File: src/rtl/addr_83_enc_pkg.sv
// Shared constants, FSM state type and selection helpers for the 8-to-3 event encoder.
package addr_83_enc_pkg;

   localparam int N_LINES = 8;
   localparam int CODE_W  = 3;

   typedef enum logic {
      ST_IDLE = 1'b0,
      ST_HOLD = 1'b1
   } state_e;

   // Lowest set index wins; returns 0 when nothing is set (caller gates on |req).
   function automatic logic [CODE_W-1:0] sel_lowest(input logic [N_LINES-1:0] req);
      logic [CODE_W-1:0] idx;
      logic              found;
      idx   = '0;
      found = 1'b0;
      for (int j = 0; j < N_LINES; j++) begin
         if (!found && req[j]) begin
            idx   = CODE_W'(j);
            found = 1'b1;
         end
      end
      return idx;
   endfunction

   // First set index found walking upward from start, wrapping 7 -> 0.
   function automatic logic [CODE_W-1:0] sel_from(input logic [N_LINES-1:0] req,
                                                  input logic [CODE_W-1:0]  start);
      logic [CODE_W-1:0] idx;
      logic [CODE_W-1:0] cand;
      logic              found;
      idx   = '0;
      found = 1'b0;
      for (int j = 0; j < N_LINES; j++) begin
         cand = start + CODE_W'(j);
         if (!found && req[cand]) begin
            idx   = cand;
            found = 1'b1;
         end
      end
      return idx;
   endfunction

endpackage

File: src/rtl/addr_83_enc_sync.sv
// Input synchroniser for the 8 active-low request lines, plus one cycle of
// history so falling edges (release-to-request transitions) can be detected.
module addr_enc_sync
   import addr_83_enc_pkg::*;
#(
   parameter int SYNC_STAGES = 2
) (
   input  logic               clk,
   input  logic               rst,
   input  logic [N_LINES-1:0] in_n_i,
   output logic [N_LINES-1:0] fall_o,
   output logic               any_low_o
);

   logic [N_LINES-1:0] sync_q [SYNC_STAGES];
   logic [N_LINES-1:0] prev_q;
   logic [N_LINES-1:0] cur;

   assign cur = sync_q[SYNC_STAGES-1];

   // Shift chain and history register; all-high after reset means "nothing requested".
   always_ff @(posedge clk) begin
      if (rst) begin
         for (int i = 0; i < SYNC_STAGES; i++) sync_q[i] <= '1;
         prev_q <= '1;
      end else begin
         sync_q[0] <= in_n_i;
         for (int i = 1; i < SYNC_STAGES; i++) sync_q[i] <= sync_q[i-1];
         prev_q <= cur;
      end
   end

   assign fall_o    = prev_q & ~cur;
   assign any_low_o = |(~cur);

endmodule

File: src/rtl/addr_83_enc.sv
// Event encoder: synchronised active-low request lines -> one 3-bit code per
// falling edge, delivered over valid/ready.
// Build option: define ADDR_ENC_RR_EN for round-robin selection; otherwise the
// lowest pending index always wins.
//
// Handshake: addr/valid are registered; a code is consumed at a rising edge
// where valid & ready are both 1. While valid is 1, addr never changes. After
// each accept there is always one cycle with valid low before the next code.
module addr_83_enc
   import addr_83_enc_pkg::*;
#(
   parameter int SYNC_STAGES = 2
) (
   input  logic               clk,
   input  logic               rst,
   input  logic [N_LINES-1:0] in_n,
   input  logic               ready,
   output logic [CODE_W-1:0]  addr,
   output logic               valid,
   output logic               any_low,
   output logic               ovf,
   output state_e             dbg_state
);

   logic [N_LINES-1:0] fall;
   logic [N_LINES-1:0] clr;
   logic [N_LINES-1:0] pending_q, pending_d;
   logic               ovf_q, ovf_d;
   state_e             state_q, state_d;
   logic [CODE_W-1:0]  addr_q, addr_d;
   logic               valid_q, valid_d;
   logic [CODE_W-1:0]  sel;
   logic               accept;

   addr_enc_sync #(.SYNC_STAGES(SYNC_STAGES)) u_sync (
      .clk       (clk),
      .rst       (rst),
      .in_n_i    (in_n),
      .fall_o    (fall),
      .any_low_o (any_low)
   );

   assign accept = valid_q & ready;
   assign clr    = accept ? (N_LINES'(1) << addr_q) : '0;

`ifdef ADDR_ENC_RR_EN
   logic [CODE_W-1:0] rr_q, rr_d;

   // Pointer moves one past the code just accepted so every line gets a turn.
   always_comb begin
      rr_d = rr_q;
      if (accept) rr_d = addr_q + CODE_W'(1);
   end

   // Round-robin pointer register.
   always_ff @(posedge clk) begin
      if (rst) rr_q <= '0;
      else     rr_q <= rr_d;
   end

   assign sel = sel_from(pending_q, rr_q);
`else
   assign sel = sel_lowest(pending_q);
`endif

   // Pending events and sticky overflow; a new edge wins over a same-cycle clear.
   always_comb begin
      pending_d = (pending_q & ~clr) | fall;
      ovf_d     = ovf_q | (|(fall & pending_q & ~clr));
   end

   // Output FSM: IDLE picks a pending line, HOLD presents it until accepted.
   always_comb begin
      state_d = state_q;
      addr_d  = addr_q;
      valid_d = valid_q;
      case (state_q)
         ST_IDLE: begin
            valid_d = 1'b0;
            if (|pending_q) begin
               addr_d  = sel;
               valid_d = 1'b1;
               state_d = ST_HOLD;
            end
         end
         ST_HOLD: begin
            if (ready) begin
               valid_d = 1'b0;
               state_d = ST_IDLE;
            end
         end
         default: begin
            valid_d = 1'b0;
            state_d = ST_IDLE;
         end
      endcase
   end

   // State, output and event registers.
   always_ff @(posedge clk) begin
      if (rst) begin
         state_q   <= ST_IDLE;
         addr_q    <= '0;
         valid_q   <= 1'b0;
         pending_q <= '0;
         ovf_q     <= 1'b0;
      end else begin
         state_q   <= state_d;
         addr_q    <= addr_d;
         valid_q   <= valid_d;
         pending_q <= pending_d;
         ovf_q     <= ovf_d;
      end
   end

   assign addr      = addr_q;
   assign valid     = valid_q;
   assign ovf       = ovf_q;
   assign dbg_state = state_q;

endmodule

File: config.mk
export PLATFORM = sky130hd
export DESIGN_NAME = addr_83_enc
export DESIGN_NICKNAME = d
export VERILOG_FILES = /design/src/rtl/addr_83_enc_pkg.sv /design/src/rtl/addr_83_enc_sync.sv /design/src/rtl/addr_83_enc.sv
export SDC_FILE = /design/constraint.sdc
export NUM_CORES = 1
export LEC_CHECK = 0
export BUFFER_PORTS_ARGS = -buffer_cell sky130_fd_sc_hd__buf_2
export CAP_MARGIN = 20
export CORE_ASPECT_RATIO = 1.1
export CORE_UTILIZATION = 54
export DETAILED_ROUTE_END_ITERATION = 12
export MAX_ROUTING_LAYER = met4
export PLACE_DENSITY = 0.82
export SLEW_MARGIN = 10
export SYNTH_ARGS = -nofsm -noshare
export SYNTH_HDL_FRONTEND = slang
export SYNTH_SLANG_ARGS = --single-unit
export TNS_END_PERCENT = 30
File: constraint.sdc
create_clock -name clk -period 1.9 [get_ports clk]
set_clock_uncertainty 0.05 [all_clocks]
set_input_delay 0.095 -clock clk [delete_from_list [all_inputs] [get_ports clk]]
set_output_delay 0.095 -clock clk [all_outputs]
set_load 0.02 [all_outputs]
* After elaboration in Yosys (flattened, before gate mapping)
Memory sizes are Yosys's and may differ from the RTL's.
Cells that the tools add are included.
Widths: inputs -> output; s select.
** Operators by class
- Reduce and logical (&&, ||, !) cells :: 18
- Shift-type cells :: 1
- Bitwise operators :: 12
- Eq/ne operators :: 1
- Multiplexer cells :: 25
** Operators with widths (count)
- $and 8x8->8 :: 4
- $mux 8 :: 3
- $reduce_or 8->1 :: 3
- $mux 3 :: 6
- $not 8->8 :: 2
- $mux 1 :: 14
- $or 8x8->8 :: 1
- $shl 1x3->8 const A :: 1
- $logic_and 1x1->1 :: 7
- $logic_not 1->1 :: 7
- $pmux 1 s2 :: 2
- $or 1x1->1 :: 3
- $ne 2x2->1 const B :: 1
- $reduce_and 2->1 :: 1
- $and 1x1->1 :: 1
- $not 1->1 :: 1
** Storage, ports and cells
- Input bits :: 11
- Register bits after elaboration :: 22
- Memories kept :: 1
- RAM bits :: 16
** Memories
- u_sync.sync_q :: depth 2, width 8, read ports 2, clocked after memory_dff 0, wr ports 2, RTL line addr_83_enc_sync.sv:15 : logic [N_LINES-1:0] sync_q [SYNC_STAGES];

* Depth between registers and ports, before layout
Gate-level depths: netlist (run 1).
- Depth after elaboration :: 22
- Depth in mapped cells :: 5
- Gate-level depth less buffers :: 5

* By module
From an unflattened synthesis (run 1), not the netlist that was laid out.
** Second synthesis, totals
- Cells, all modules :: 142
- Area total of the unflattened synthesis :: 1383.8 µm²
** Modules (own cells, without submodules)
- addr_enc_sync :: cells an instance 61, times used 1, area each 721.9 µm²
- addr_83_enc :: cells an instance 81, times used 1, area each 661.9 µm²

* Worst setup path before layout (run 1)
Ideal clock, no wire load.
- Path type :: register to register
- From :: register addr_q[2], in the netlist addr[2]
- To :: register ovf_q, in the netlist ovf
- Path slack :: 0.361 ns
- Cell stages (with the launch flop) :: 6
- Data arrival time :: 1.369 ns
- Period minus slack after synthesis :: 1.539 ns
- Setup time :: 0.120 ns
- Buffers on the path :: 0
- Cells stage by stage :: dfxtp_1 > nand3_1 > nand2b_1 > a221oi_2 > o221ai_1 > o31a_1
** On the way
- Longest elaborated chain between the ends :: 6
** RTL lines
- start: declaration :: RTL line addr_83_enc.sv:30 : logic [CODE_W-1:0] addr_q, addr_d;
- start signal: assignment :: RTL line addr_83_enc.sv:109 : addr_q <= addr_d;
- $shl 1x3->8 :: RTL line addr_83_enc.sv:44 : assign clr = accept ? (N_LINES'(1) << addr_q) : '0;
- $mux 8 :: RTL line addr_83_enc.sv:44
- $not 8->8 :: RTL line addr_83_enc.sv:69 : ovf_d = ovf_q | (|(fall & pending_q & ~clr));
- $and 8x8->8 :: RTL line addr_83_enc.sv:69
- $reduce_or 8->1 :: RTL line addr_83_enc.sv:69
- $or 1x1->1 :: RTL line addr_83_enc.sv:69
- end signal: assignment :: RTL line addr_83_enc.sv:112 : ovf_q <= ovf_d;
- end: declaration :: RTL line addr_83_enc.sv:28 : logic ovf_q, ovf_d;
No other way between the ends.
A chain may end at the register's enable or synchronous reset.

* Worst setup path after layout (run 1)
Same ends and word-level chain as after synthesis.

==> key figures, run 1 <==
Synthesis
  • Cell Area, Synth: 0.00132 mm^2
  • Most common cell in the netlist: dfxtp_1
  • Post-Syn Nets: 146
  • Post-synth EDFFs: 0
  • Syn_area_per_cell: 9.75 um^2
  • Sequential-to-total area share from yosys stat: 57.8%
  • FF+latch count, synth: 38
  • Syn. warnings: 0
  • Main synth FF type: dfxtp_1
  • FFs w/ async S/R, synth: 0%
  • Area contributors post-synth: dfxtp_1, or2_2, nand2b_1, a21oi_1, nor2_1
  • Synth top area share: 57.8%
  • Synth unique cells: 26
  • Post-Synthesis Cells: 135
  • Area leader, netlist: dfxtp_1
  • Synth cell count leaders: dfxtp_1, or2_2, a21oi_1

Placement
  • I/O Buffers: 17
  • Detailed Place HPWL: 1630 um
  • Routability Congestion: 0.926
  • Setup WS pre-CTS: 0.388 ns
  • Area after DPL: 0.00142 mm^2
  • Placed Cells incl. Taps: 178

Outcome
  • Status: completed

Setup path
  • Critical path startpoint category: flip-flop
  • CP max stage delay: 0.42 ns
  • Type of the worst setup path: flip-flop to flip-flop
  • Worst r2r src: addr[2]$_SDFFE_PP0P_
  • CP Capture Type: flip-flop
  • R2r setup slk: 0.35 ns
  • Worst Path Arrival: 1.74 ns
  • Worst-path cell with the longest stage delay: dfxtp_1
  • Crit path to: ovf$_SDFF_PP0_
  • Worst reg2reg endpoint: ovf$_SDFF_PP0_
  • Crit path from: addr[2]$_SDFFE_PP0P_
  • Required @ worst endpoint: 2.09 ns
  • Reg2reg path depth: 5
  • Worst-path fanout max: 6
  • Crit path cell chain: nand3_1 > nand2b_1 > a221oi_2 > o221ai_1 > o31a_1

CTS
  • Root Driver: clkbuf_4
  • Num Clock Sinks: 38
  • Clock Path Buffers: 2
  • Clock Latency Late Sink: 0.35 ns
  • CTS tree: done
  • H-tree levels: 2
  • Clock edge transition at the registers on the reported setup and hold paths: 0.11 ns
  • Post-CTS sizing: 0
  • Num CTS Buffers: 5

Global routing
  • Vias in the first global route: 996
  • Gr ovfl total: 0
  • Initial antenna violation count: 0
  • First-pass GRT wire length: 3990 um
  • GRT Resource Usage Total: 21.9%
  • Largest net degree at the start of global routing: 39

Power
  • Int Pwr: 1.21 mW
  • Psw: 0.411 mW
  • Cell area power density: 1030 mW/mm^2
  • Logic pwr share: 12.6%
  • Sw frac: 25.3%
  • Register share of total power: 54.8%
  • Peak supply drop: 849 uV
  • Static leakage: 0.645 nW
  • Clock power frac: 32.6%
  • Overall power: 1.62 mW

Final layout
  • Final core utilization: 69.5%
  • Non-Filler Instances: 194
  • Filler cells: 177
  • Nets: 174
  • # diodes: 0
  • Share of post-route cells with drive strength above 1: 31.7%
  • Area grow syn2layout: 20.2%
  • Final Instance Area: 0.00158 mm^2

Floorplanning
  • Core Box Area: 0.00227 mm^2
  • Full die area: 0.00264 mm^2
  • Initial Utilization: 57.9%
  • IO Pins: 18
  • Die H: 53.8 um
  • Width of the die: 49.1 um
  • Row count: 18

Route
  • TritonRoute pass-1 iters: 4
  • Drt drc: 0
  • Vias: 1009
  • Total routed wirelength: 2380 um
  • Detail Route Antenna Nets: 0
  • Detailed Route Iter0 Violations: 12
  • Drt via density: 5.20
  • Wire per inst: 12.3 um

Timing
  • Fmax: 646 MHz
  • Setup violations, final: 0
  • Max-slew headroom: 66.6%
  • Final TNS setup: 0 ns
  • Final Cycle Share: 81.4%
  • Final min period: 1.55 ns
  • Final worst slack: 0.353 ns
  • Slew Viols, Final: 0
  • RSZ-0062 raised after global routing: no
  • Final hold viol count: 0
  • Hold_ws: 0.0433 ns
  • Slew @ Worst Pin: 0.501 ns

Run
  • Max-cap violations: 0

Worst hold path
  • Worst Hold Class: primary input to flip-flop
  • WHS Path Cells: 4
==> state kept, by name, indices dropped and copies added (netlist names) <==
name / cells
u_sync.sync_q: 16
valid: 1
pending_q: 8
addr: 3
u_sync.prev_q: 8
dbg_state: 1
ovf: 1
==> final cells by class <==
type                    count  area (um^2)  share of cell area, %
multi-input cells          89          526                   33.2
well taps                  30         37.5                   2.37
inverters                   4         15.0                  0.949
clock buffers               5         37.5                   2.37
flip-flops and latches     38          761                   48.1
repair buffers             25          165                   10.4
clock inverters             3         40.0                   2.53
==> layout by cell type, fill, tap and decap left out, drive strengths merged <==
| cell | instances |
|---|---|
| a21boi | 1 |
| a21oi | 12 |
| a221oi | 1 |
| a31oi | 1 |
| and2 | 1 |
| and2b | 2 |
| and3b | 1 |
| buf | 17 |
| bufinv | 1 |
| clkbuf | 5 |
| clkinv | 2 |
| dfxtp | 38 |
| dlygate4sd3 | 8 |
| inv | 4 |
| mux2i | 1 |
| nand2 | 5 |
| nand2b | 10 |
| nand3 | 1 |
| nand4 | 2 |
| nor2 | 11 |
| nor2b | 1 |
| nor3 | 2 |
| nor4 | 2 |
| o21ai | 3 |
| o21bai | 1 |
| o221ai | 1 |
| o22ai | 2 |
| o31a | 1 |
| o31ai | 2 |
| or2 | 25 |
==> per-layer routing <==
metal  global-route usage (%)  up-vias  part of all wire, %
met3                     8.47        4                  5.3
met1                     19.3      466                   40
met4                     14.7        0                 0.97
met2                     39.5       29                   54
met5                        -        -                    0
li1                         -      510                    -
==> worst max-delay path, delay by kind of cell (launching register included) <==
family / cells / cell delay (ns)
AOI/OAI and AO/OA: 3 / 0.63
DFF: 1 / 0.42
and+or+nand+nor: 2 / 0.34
==> power by group through the flow <==
stage | Combinational (mW) | Clock (mW) | Sequential, mW
6_report | 0.204 | 0.530 | 0.889
5_1_grt | 0.226 | 0.578 | 0.897
4_1_cts | 0.205 | 0.536 | 0.888
3_5_place_dp | 0.190 | 0 | 0.906
3_3_place_gp | 0.185 | 0 | 0.901
2_1_floorplan | 0.115 | 0 | 0.920
==> kinds of logic (layout without fill, tap and decap cells) <==
family          after synthesis  in the layout  synth area share, %
flops                        38             38                 57.8
compound gates               25             25                 12.2
buf+inv                       8             37                 2.28
simple gates                 63             63                 27.0
mux                           1              1                0.760
==> how the worst min path moves through the flow <==
stage | startpoint | endpoint | slack (ns)
2_1_floorplan | in_n[0] | u_sync.sync_q[0][0]$_SDFF_PP1_ | 0.15
3_3_place_gp | in_n[4] | u_sync.sync_q[0][4]$_SDFF_PP1_ | 0.23
3_5_place_dp | in_n[0] | u_sync.sync_q[0][0]$_SDFF_PP1_ | 0.23
4_1_cts | ready | dbg_state$_SDFF_PP0_ | 0.03
5_1_grt | ready | dbg_state$_SDFF_PP0_ | 0.08
6_report | ready | dbg_state$_SDFF_PP0_ | 0.04
==> what timing repair did <==
item | in CTS | in global routing
setup buffers | 0 | 0
hold buffers | 8 | 0
endpoints found under the hold margin | 8 | 0
Power figures use the tool's default switching activity.
==> inputs of run 2 (changes only) <==
Settings changed: ABC_AREA set to 1, CORE_UTILIZATION 54 to 55.
Clock period 1.9 ns to 1.5 ns, I/O delays scaled along.
==> run 2 against run 1 <==
  * Worst setup slack got worse by 0.23 ns
  * Cell count increased by 25%
  * Area after synthesis increased by 5.7%
  * Hold slack got worse by 0.0057 ns
  * Total power increased by 31%
  * Clock power increased by 32%
  * Synthesized cell count increased by 33%
  * Die area increased by 3.6%
  * Register-to-register slack got worse by 0.05 ns
  * Sequential power increased by 26%
  * Critical path depth decreased by 1
  * Sequential share of layout area decreased by 3.5 points
  * Critical path type is now flip-flop to output port
  * Critical endpoint is now any_low
  * Highest routed layer unchanged
==> key figures, run 2 <==
Final layout
  • Filler cells: 182 (was 177)
  • Largest register FFs: 16 (unchanged)
  • Largest registers: u_sync.sync_q x16, pending_q x8, u_sync.prev_q x8 (unchanged)
  • # diodes: 0 (unchanged)
  • Share of post-route cells with drive strength above 1: 25.0% (was 31.7%)
  • Most common cell after layout, fill and taps aside: nand2_1 (was dfxtp_1)
  • Most frequent cells in the layout: nand2_1, dfxtp_1, inv_1, nor2_1 (was dfxtp_1, or2_2, buf_2)
  • Area grow syn2layout: 22.7% (was 20.2%)
  • Reg with most FFs: u_sync.sync_q (unchanged)
  • Register area: 762 um^2 (was 761 um^2)
  • Area of the multi-input gates: 546 um^2 (was 526 um^2)
  • Final core utilization: 73.6% (was 69.5%)
  • Nets: 222 (was 174)
  • Non-Filler Instances: 242 (was 194)

Floorplanning
  • Die H: 54.8 um (was 53.8 um)
  • Initial Utilization: 60.0% (was 57.9%)
  • Row count: 18 (unchanged)
  • Core Box Area: 0.00232 mm^2 (was 0.00227 mm^2)
  • Width of the die: 50.0 um (was 49.1 um)
  • IO Pins: 18 (unchanged)
  • Full die area: 0.00274 mm^2 (was 0.00264 mm^2)

Power
  • Register share of total power: 52.8% (was 54.8%)
  • Int Pwr: 1.54 mW (was 1.21 mW)
  • Static leakage: 0.795 nW (was 0.645 nW)
  • Psw: 0.576 mW (was 0.411 mW)
  • Logic pwr share: 14.3% (was 12.6%)
  • Peak supply drop: 1080 uV (was 849 uV)
  • Clock power frac: 32.9% (was 32.6%)
  • Cell area power density: 1240 mW/mm^2 (was 1030 mW/mm^2)
  • Sw frac: 27.2% (was 25.3%)

Global routing
  • GRT Resource Usage Total: 21.6% (was 21.9%)
  • Initial antenna violation count: 0 (unchanged)
  • Gr ovfl total: 0 (unchanged)
  • Vias in the first global route: 991 (was 996)
  • First-pass GRT wire length: 3940 um (was 3990 um)
  • Largest net degree at the start of global routing: 29 (was 39)

Synthesis
  • Most common cell in the netlist: nand2_1 (was dfxtp_1)
  • Post-synth EDFFs: 0 (unchanged)
  • FFs w/ async S/R, synth: 0% (unchanged)
  • Post-Syn Nets: 191 (was 146)
  • Post-Synthesis Cells: 180 (was 135)
  • Cell Area, Synth: 0.00139 mm^2 (was 0.00132 mm^2)
  • Syn_area_per_cell: 7.73 um^2 (was 9.75 um^2)
  • FF+latch count, synth: 38 (unchanged)
  • Synth cell count leaders: nand2_1, dfxtp_1, inv_1 (was dfxtp_1, or2_2, a21oi_1)
  • Area contributors post-synth: dfxtp_1, nand2_1, or2_2, inv_1, nor2_1 (was dfxtp_1, or2_2, nand2b_1, a21oi_1, nor2_1)
  • Main synth FF type: dfxtp_1 (unchanged)
  • Synth top area share: 54.7% (was 57.8%)
  • Syn. warnings: 0 (unchanged)
  • Area leader, netlist: dfxtp_1 (unchanged)
  • Sequential-to-total area share from yosys stat: 54.7% (was 57.8%)
  • Synth unique cells: 17 (was 26)

Placement
  • Placed Cells incl. Taps: 225 (was 178)
  • Detailed Place HPWL: 1760 um (was 1630 um)
  • I/O Buffers: 17 (unchanged)
  • Setup WS pre-CTS: 0.306 ns (was 0.388 ns)
  • Routability Congestion: 0.927 (was 0.926)

Timing
  • Final min period: 1.38 ns
  • Slew @ Worst Pin: 0.322 ns (was 0.501 ns)
  • Fmax: 724 MHz
  • RSZ-0062 raised after global routing: no (unchanged)
  • Setup violations, final: 0 (unchanged)
  • Final hold viol count: 0 (unchanged)
  • Final worst slack: 0.119 ns (was 0.353 ns)
  • Final Cycle Share: 92.1%
  • Max-slew headroom: 78.3% (was 66.6%)
  • Slew Viols, Final: 0 (unchanged)
  • Final TNS setup: 0 ns (unchanged)

CTS
  • Post-CTS Setup Bufs: 0 (unchanged)
  • Root Driver: clkbuf_4 (unchanged)
  • Clock edge transition at the registers on the reported setup and hold paths: 0.12 ns (was 0.11 ns)
  • Num Clock Sinks: 38 (unchanged)
  • CTS tree: done (unchanged)
  • Clock Path Buffers: 2 (unchanged)
  • Clock Latency Late Sink: 0.35 ns (about the same)
  • Num CTS Buffers: 5 (unchanged)
  • H-tree levels: 2 (unchanged)

Setup path
  • Crit path cell chain: inv_2 > nor4_4 > nand2_1 > buf_4 (was nand3_1 > nand2b_1 > a221oi_2 > o221ai_1 > o31a_1)
  • Required @ worst endpoint: 1.37 ns (was 2.09 ns)
  • Worst Path Arrival: 1.26 ns (was 1.74 ns)
  • Critical path startpoint category: flip-flop (unchanged)
  • CP max stage delay: 0.34 ns (was 0.42 ns)
  • Worst-path fanout max: 3 (was 6)
  • Worst-path cell with the longest stage delay: dfxtp_1 (unchanged)
  • Type of the worst setup path: flip-flop to output port (was flip-flop to flip-flop)
  • Critical path's top delay family: simple AND/OR/NAND/NOR gates (was compound AO/OA/AOI/OAI gates)
  • Buf+Inv Stages, Crit Path: 2 (was 0)
  • CP Capture Type: output port (was flip-flop)

Route
  • Detailed Route Iter0 Violations: 13 (was 12)
  • Drt via density: 4.83 (was 5.20)
  • Vias: 1168 (was 1009)
  • Drt drc: 0 (unchanged)
  • Wire length on met3: 117 um (was 126 um)
  • DR top layer: met4 (unchanged)
  • Detail Route Antenna Nets: 0 (unchanged)
  • Wire per inst: 10.4 um (was 12.3 um)
  • TritonRoute pass-1 iters: 4 (unchanged)
  • Met2 WL: 1310 um (was 1280 um)
  • Routed metal-1 wirelength: 1000 um (was 949 um)
  • Total routed wirelength: 2530 um (was 2380 um)

Run
  • Max-cap violations: 0 (unchanged)

Outcome
  • Status: completed (unchanged)

Worst hold path
  • Worst Hold Class: primary input to flip-flop (unchanged)
[run 2: kinds of logic after synthesis]
family                 share of synthesized area (%)
and+or+nand+nor                                 31.6
DFF                                             54.7
buffers and inverters                           7.64
AOI/OAI and AO/OA                               6.11
[run 2: worst paths after layout]
| check | start | cells after the start | to | slack, ns |
|---|---|---|---|---|
| worst min-delay path | rst | 3 | u_sync.prev_q[1]$_SDFF_PP1_ | 0.04 |
| worst max register to register | pending_q[1]$_SDFF_PP0_ | 6 | addr[1]$_SDFFE_PP0P_ | 0.30 |
| worst min register to register | u_sync.sync_q[0][1]$_SDFF_PP1_ | 1 | u_sync.sync_q[0][9]$_SDFF_PP1_ | 0.37 |
| worst max-delay path | u_sync.sync_q[0][11]$_SDFF_PP1_ | 4 | any_low | 0.12 |
[run 2: tightest hold or removal path, delay by kind of cell]
family / cells / cell delay (ns)
AND/OR/NAND/NOR: 1 / 0.07
buffers and inverters: 2 / 0.25
[run 2: per-layer routing]
metal | up-vias | global-route usage (%)
li1 | 603 | -
met1 | 522 | 18.6
met2 | 31 | 40.3
met3 | 12 | 7.50
met4 | 0 | 14.8
met5 | - | -
[run 2: cell type report]
cell class	count	share of cell area (%)
clock buffers	5	2.20
well taps	30	2.20
inverters	25	5.50
clock inverters	3	2.64
flip-flops and latches	38	44.6
multi-input cells	114	32.0
repair buffers	27	10.9
[run 2: stage by stage]
stage,hold WS [ns],instance area [um^2],power [mW]
global placement,0.207,1510,1.41
CTS,0.0325,1690,2.13
finish,0.0376,1710,2.12
detailed placement,0.211,1510,1.42
floorplan,0.129,1390,1.33
global route,0.0504,1710,2.22
[run 2: power groups by stage]
stage / logic, mW / clock network (mW) / registers [mW]
after floorplan: 0.168 / 0 / 1.17
after CTS: 0.297 / 0.713 / 1.12
after detailed placement: 0.276 / 0 / 1.14
after global placement: 0.268 / 0 / 1.14
final: 0.303 / 0.699 / 1.12
after global routing: 0.338 / 0.749 / 1.13
[run 2: what timing repair did]
item,in CTS,in global routing
pin swaps,0,2
hold buffers,9,0
setup endpoints to repair,1,1
endpoints found under the hold margin,10,0
resized for setup,1,5
